### src/rtl/counter_updown_mod.sv
// Parametrised up/down modulo counter with load, prescaler, wrap/saturate modes,
// terminal-count and end-of-range (wrap pulse / sticky overflow) flags.
module counter_updown_mod #(
   parameter int WIDTH    = 4,
   parameter int MOD_MAX  = 15,
   parameter int PRESCALE = 1,
   parameter int SATURATE = 0
) (
   input  logic             clk,
   input  logic             reset,
   input  logic             en,
   input  logic             up,
   input  logic             load,
   input  logic [WIDTH-1:0] load_val,
   input  logic             clear_ovf,
   output logic [WIDTH-1:0] q,
   output logic             tc,
   output logic             wrap,
   output logic             ovf_sticky
);

   localparam logic [WIDTH-1:0] Q_MAX   = WIDTH'(MOD_MAX);
   localparam logic [WIDTH-1:0] Q_ONE   = WIDTH'(1);
   localparam int               PS_W    = (PRESCALE > 1) ? $clog2(PRESCALE) : 1;
   localparam logic [PS_W-1:0]  PS_LAST = PS_W'(PRESCALE - 1);
   localparam logic [PS_W-1:0]  PS_ONE  = PS_W'(1);

   logic [PS_W-1:0]  ps;
   logic [PS_W-1:0]  ps_next;
   logic [WIDTH-1:0] q_next;
   logic [WIDTH-1:0] load_q;
   logic             step;
   logic             at_end;
   logic             end_event;

   // Clamp only exists when the modulus leaves unreachable codes above it.
   if (MOD_MAX < (2 ** WIDTH) - 1) begin : g_clamp
      assign load_q = (load_val > Q_MAX) ? Q_MAX : load_val;
   end else begin : g_full
      assign load_q = load_val;
   end

   // NOTE: every always_comb output gets a default first so no latch is inferred.
   always_comb begin
      step      = en && (ps == PS_LAST);
      at_end    = up ? (q == Q_MAX) : (q == '0);
      end_event = step && at_end;
      ps_next   = step ? '0 : ps + PS_ONE;
      q_next    = q;
      if (!at_end) begin
         q_next = up ? q + Q_ONE : q - Q_ONE;
      end else if (SATURATE == 0) begin
         q_next = up ? '0 : Q_MAX;
      end
   end

   // NOTE: sequential state uses non-blocking assignments only, so every
   // register samples the pre-edge values regardless of statement order.
   always_ff @(posedge clk) begin
      if (reset) begin
         q          <= '0;
         ps         <= '0;
         wrap       <= 1'b0;
         ovf_sticky <= 1'b0;
      end else if (load) begin
         q    <= load_q;
         ps   <= '0;
         wrap <= 1'b0;
         if (clear_ovf) ovf_sticky <= 1'b0;
      end else begin
         wrap <= end_event;
         // Setting on an end event beats a simultaneous clear.
         if (end_event)      ovf_sticky <= 1'b1;
         else if (clear_ovf) ovf_sticky <= 1'b0;
         if (en) begin
            ps <= ps_next;
            if (step) q <= q_next;
         end
      end
   end

   assign tc = up ? (q == Q_MAX) : (q == '0);

endmodule

### config.mk
export PLATFORM = sky130hd
export DESIGN_NAME = counter_updown_mod
export DESIGN_NICKNAME = d
export VERILOG_FILES = /design/src/rtl/counter_updown_mod.sv
export SDC_FILE = /design/constraint.sdc
export NUM_CORES = 1
export LEC_CHECK = 0
export ABC_AREA = 1
export BUFFER_PORTS_ARGS = -buffer_cell sky130_fd_sc_hd__buf_4
export CORE_MARGIN = 2
export CORE_UTILIZATION = 35
export CTS_BUF_LIST = sky130_fd_sc_hd__clkbuf_4
export DETAILED_ROUTE_END_ITERATION = 7
export PLACE_DENSITY_LB_ADDON = 0.3
export SYNTH_ARGS = -nofsm -noshare
export SYNTH_HDL_FRONTEND = slang
export SYNTH_SLANG_ARGS = --single-unit
### constraint.sdc
create_clock -name clk -period 3.5 [get_ports clk]
set_input_delay 0.35 -clock clk [delete_from_list [all_inputs] [get_ports clk]]
set_output_delay 0.35 -clock clk [all_outputs]
set_load 0.1 [all_outputs]
==> out/metrics.yaml, run 1 <==
outcome:
  outcome: "finished, final reports clean"
synth:
  syn_area_um2: 459
  yosysSeqAreaShare_pct: 30.5
  netlist_instances: 64
  synth_top_area_share_pct: 30.5
  ys_warn_count: 0
  synth_seq_cells: 7
  synthTopCellsByArea: "dfxtp_1, nand2_1, nand3_2"
  synth_largest_area_cell: "dfxtp_1"
  syn_avg_cell_area_um2: 7.17
  syn_nets: 77
  synth_enable_flop_cells: 0
  ys.flop_type: "dfxtp_1"
  ys_types: 19
  async_reset_ff_share_pct: 0
final_layout:
  final_area_um2: 628
  nets: 98
  diodes: 0
  syn2layout_area_growth_pct: 36.8
  final_cell_mix: "nand2_1, buf_4, dfxtp_1, nor2_1, inv_1"
  layout_commonest_cell: "nand2_1"
  nFillCells: 133
  drive_gt1_share_pct: 35.7
  fin_util_pct: 49.5
  stdcell_count: 99
min_path:
  worst_hold_path.num_cells: 2
  hold_class: "in2reg"
global_route:
  grt.total_usage_pct: 15.7
  grt_pass1_wl_um: 1610
  overflow: 0
  antenna_found_initial: 0
  grt_pass1_vias: 403
  grt_max_degree: 9
cts:
  numCtsBuffers: 3
  clkLatencyLatePin_ns: 0.25
  cts.sinks: 7
  ctsResizeCount: 0
  cts_tree: "done"
  cts_root_buf: "clkbuf_4"
  clock_path_buffers: 2
  hold_buffers: 0
  h-tree-depth: 1
  postCtsSetupRepairBufs: 0
  cts.clk_slew.worst_paths_ns: 0.05
critical_path:
  worstPathRequired_ns: 3.15
  arrival_ns: 1.44
  path_max_fanout: 7
  crit_chain: "nand2_1 -> nor2_2 -> nand3_2 -> nand2_2 -> buf_4"
  r2r_cells: 8
  end_kind: "output pin"
  cpPeakStageDelay_ns: 0.48
  crit_family: "flip-flops"
  crit_buf_inv: 1
  worstSetupPathDepth: 5
  cp-start-kind: "register"
  crit_slowest_cell: "dfxtp_1"
  path_class: "reg2out"
drt:
  firstDrtPassIters: 2
  wl_per_cell_um: 9.74
  drt_iter0_markers: 7
  routed_wirelength_um: 964
  met3_length_um: 65
  drt-met1-wl_um: 451
  ant_nets: 0
  avgViaCountPerCell: 4.71
  drc: 0
  top_layer: "met4"
  vias: 466
  wl_met2_um: 435
placed_design:
  dpl-instance-area_um2: 598
  dp.cells: 95
  place_ws_ns: 1.92
  portBuffers: 16
  hpwl_um: 759
  routabilityCongestion: 0.757
die:
  die_w_um: 40.2
  start_util_pct: 36.2
  die_h_um: 40.2
  ios: 17
  die-area_um2: 1620
  num_rows: 13
  core-area_um2: 1270
timing:
  fin_ws_ns: 1.71
  timing.final.crit_period_ns: 1.79
  hold_viol_final: 0
  holdWs_ns: 0.258
  tns_ns: 0
  period_share_pct: 51.2
  slew_headroom_pct: 80.9
  rsz0062_at_grt: "false"
  clock_skew_ns: 0.00395
  drv_slew: 0
  setup_viol: 0
  tightest_slew_ns: 0.286
  max_freq_mhz: 557
job:
  cap_violations: 0
pwr:
  finalPower_mw: 0.283
  power.density_nw_per_um2: 451
  peakVddDrop_v: 0.000229
  leakagePower_nw: 0.324
==> routing by layer <==
layer / vias to the layer above / GRT usage, %
li1: 251 / -
met1: 203 / 19.5
met2: 10 / 21.8
met3: 2 / 10.0
met4: 0 / 5.00
met5: - / 0
==> registers in the layout (all words and copies together), names as in the netlist <==
| register | flops |
|---|---|
| ovf_sticky | 1 |
| ps | 1 |
| q | 4 |
| wrap | 1 |
==> worst paths after layout <==
kind | startpoint | endpoint | slack [ns]
max reg2reg | q[2]$_SDFFE_PP0P_ | q[3]$_SDFFE_PP0P_ | 2.10
min | reset | q[3]$_SDFFE_PP0P_ | 0.26
max | q[0]$_SDFFE_PP0P_ | tc | 1.71
min reg2reg | ps$_SDFFE_PP0P_ | ps$_SDFFE_PP0P_ | 0.45
==> Yosys cell counts, types with 2 or more instances <==
| library cell | number |
|---|---|
| nor2_2 | 2 |
| nand3_1 | 2 |
| dfxtp_1 | 7 |
| inv_2 | 3 |
| a21oi_1 | 3 |
| xor2_1 | 2 |
| nand3_2 | 3 |
| nand2_1 | 20 |
| o221ai_1 | 2 |
| inv_1 | 5 |
| nor2_1 | 5 |
| ha_1 | 2 |
| a31oi_1 | 2 |
==> area by class of cell <==
class | count | area, µm² | share of cell area [%]
clock buffer | 4 | 30.0 | 4.78
inverter | 8 | 30.0 | 4.78
multi-input combinational | 49 | 289 | 46.0
sequential | 7 | 140 | 22.3
tap | 15 | 18.8 | 2.99
timing repair buffer | 16 | 120 | 19.1
==> report_power, final <==
part	internal [mW]	switching, mW	total (mW)
Sequential	0.0850	0.00871	0.0937
Clock	0.0512	0.0296	0.0808
Combinational	0.0328	0.0758	0.109
==> cells by family (layout without fill, tap and decap cells) <==
logic type,Yosys count,count (layout),synth area share [%]
buffers and inverters,8,28,6.54
AO/OA/AOI/OAI,9,9,13.6
XOR/XNOR,2,2,3.82
AND/OR/NAND/NOR,35,35,35.7
flip-flops,7,7,30.5
adder cells (fa/ha/maj),3,3,9.81
Power figures use the tool's default switching activity.
==> run 2: changes to the inputs <==
==> constraint.sdc (replaced) <==
create_clock -name clk -period 1.75 [get_ports clk]
set_input_delay 0.175 -clock clk [delete_from_list [all_inputs] [get_ports clk]]
set_output_delay 0.175 -clock clk [all_outputs]
set_load 0.1 [all_outputs]
==> run 2 against run 1 <==
Against the previous run: core utilization grew 0.79 points; setup slack lost 1.5 ns; clock power grew 110%; global-route usage grew 0.91 points; final area grew 1.6%; total power grew 100%; critical path type unchanged.
==> out/metrics.yaml, run 2 (synthesis gave the netlist of run 1 again) <==
die:
  die_h_um: 40.2
  ios: 17
  die_w_um: 40.2
  num_rows: 13
  start_util_pct: 36.2
  die-area_um2: 1620
  core-area_um2: 1270
critical_path:
  cpPeakStageDelay_ns: 0.40
  end_kind: "output pin"
  worstSetupPathDepth: 5
  path_class: "reg2out"
  r2r_cells: 8
  crit_buf_inv: 1
  r2r_setup_slack_ns: 0.38
  crit_family: "simple AND/OR/NAND/NOR gates"
  arrival_ns: 1.35
  worstPathRequired_ns: 1.57
  crit_chain: "nand2_1 -> nor2_2 -> nand3_2 -> nand2_4 -> buf_4"
  rr_startpoint: "q[2]$_SDFFE_PP0P_"
  path_max_fanout: 7
  cp-start-kind: "register"
  crit_slowest_cell: "dfxtp_2"
  timing.rr.end: "q[3]$_SDFFE_PP0P_"
  critPathLaunch: "q[0]$_SDFFE_PP0P_"
final_layout:
  layout_commonest_cell: "nand2_1"
  nets: 98
  final_cell_mix: "nand2_1, buf_4, nor2_1, inv_1"
  multi_input_area_um2: 294
  drive_gt1_share_pct: 40.5
  syn2layout_area_growth_pct: 39.0
  nFillCells: 139
  register_area_um2: 145
  diodes: 0
  largest_register_ffs: 4
  stdcell_count: 99
  top_register: "q"
drt:
  routed_wirelength_um: 1090
  drt_iter0_markers: 6
  ant_nets: 0
  firstDrtPassIters: 3
  vias: 476
  drc: 0
  wl_per_cell_um: 11.0
  avgViaCountPerCell: 4.81
global_route:
  grtUsageMet2_pct: 29.0
  met1_usage_pct: 18.2
  grt_util_met3_pct: 6.67
  grt.total_usage_pct: 16.6
  grt_max_degree: 9
  overflow: 0
  antenna_found_initial: 0
  top_usage_layer: "met2"
  grt_pass1_vias: 431
  grt_pass1_wl_um: 1750
min_path:
  min_to: "q[3]$_SDFFE_PP0P_"
  worst_hold_path.num_cells: 2
  hold_class: "in2reg"
  hold_start: "reset"
placed_design:
  routabilityCongestion: 0.779
  hpwl_um: 798
  portBuffers: 16
  dp.cells: 95
timing:
  holdWs_ns: 0.0653
  drv_slew: 0
  hold_viol_final: 0
  tightest_slew_ns: 0.278
  rsz0062_at_grt: "false"
  slew_headroom_pct: 81.6
  clock_skew_ns: 0.00479
  timing.final.crit_period_ns: 1.53
  tns_ns: 0
  max_freq_mhz: 654
  setup_viol: 0
  period_share_pct: 87.4
pwr:
  power.density_nw_per_um2: 909
  leakagePower_nw: 0.325
  peakVddDrop_v: 0.000544
cts:
  h-tree-depth: 1
  cts.sinks: 7
  cts.clk_slew.worst_paths_ns: 0.06
  postCtsSetupRepairBufs: 0
  numCtsBuffers: 3
  ctsResizeCount: 0
  cts_root_buf: "clkbuf_4"
  clock_path_buffers: 2
  clkLatencyLatePin_ns: 0.26
  cts_tree: "done"
  hold_buffers: 0
job:
  cap_violations: 0
outcome:
  outcome: "finished, final reports clean"
## run 2: cell counts in the layout (fill, tap and decap cells not counted)
No cell type changed its count.
## run 2: through the flow
stage	setup WS (ns)	utilization [%]	power [mW]	instance area [µm²]
after global routing	0.122	50.3	0.612	638
after global placement	0.341	47.9	0.411	608
after detailed placement	0.323	47.9	0.415	608
after floorplan	0.0713	-	0.360	469
final	0.221	50.3	0.580	638
after CTS	0.212	50.3	0.584	638
## run 2: routing by layer
| layer | share of wire, % | up-vias | routed length, µm |
|---|---|---|---|
| met5 | 0 | - | 0 |
| met4 | 1.0 | 0 | 11 |
| met3 | 6.1 | 2 | 66 |
| met2 | 47 | 13 | 512 |
| met1 | 46 | 212 | 494 |
| li1 | - | 249 | - |
## run 2: how the worst max path moves through the flow
| stage | to | slack (ns) |
|---|---|---|
| 3_5_place_dp | q[3]$_SDFFE_PP0P_ | 0.32 |
| 3_3_place_gp | q[3]$_SDFFE_PP0P_ | 0.34 |
| 4_1_cts | tc | 0.21 |
| 6_report | tc | 0.22 |
| 2_1_floorplan | q[3]$_SDFFE_PP0P_ | 0.07 |
| 5_1_grt | tc | 0.12 |
## run 2: layout make-up
| cell class | count | area share (%) |
|---|---|---|
| Clock buffer | 4 | 4.71 |
| Inverter | 8 | 4.71 |
| Multi-Input combinational cell | 49 | 46.1 |
| Sequential cell | 7 | 22.7 |
| Tap cell | 15 | 2.94 |
| Timing Repair Buffer | 16 | 18.8 |
## run 2: worst reg2reg max path, stage by stage, from the launching register on
cell	delay (ns)
dfxtp_2	0.34
ha_1	0.33
or2_0	0.24
nand2_1	0.07
nand2_1	0.05
nand3_1	0.08
nand2_1	0.06
nand2_1	0.06
a21oi_1	0.05
## run 2: power breakdown
| group | total (mW) | internal (mW) | switching (mW) |
|---|---|---|---|
| Sequential | 0.190 | 0.172 | 0.0175 |
| Clock | 0.169 | 0.103 | 0.0658 |
| Combinational | 0.222 | 0.0674 | 0.155 |
| Total | 0.580 | 0.342 | 0.238 |
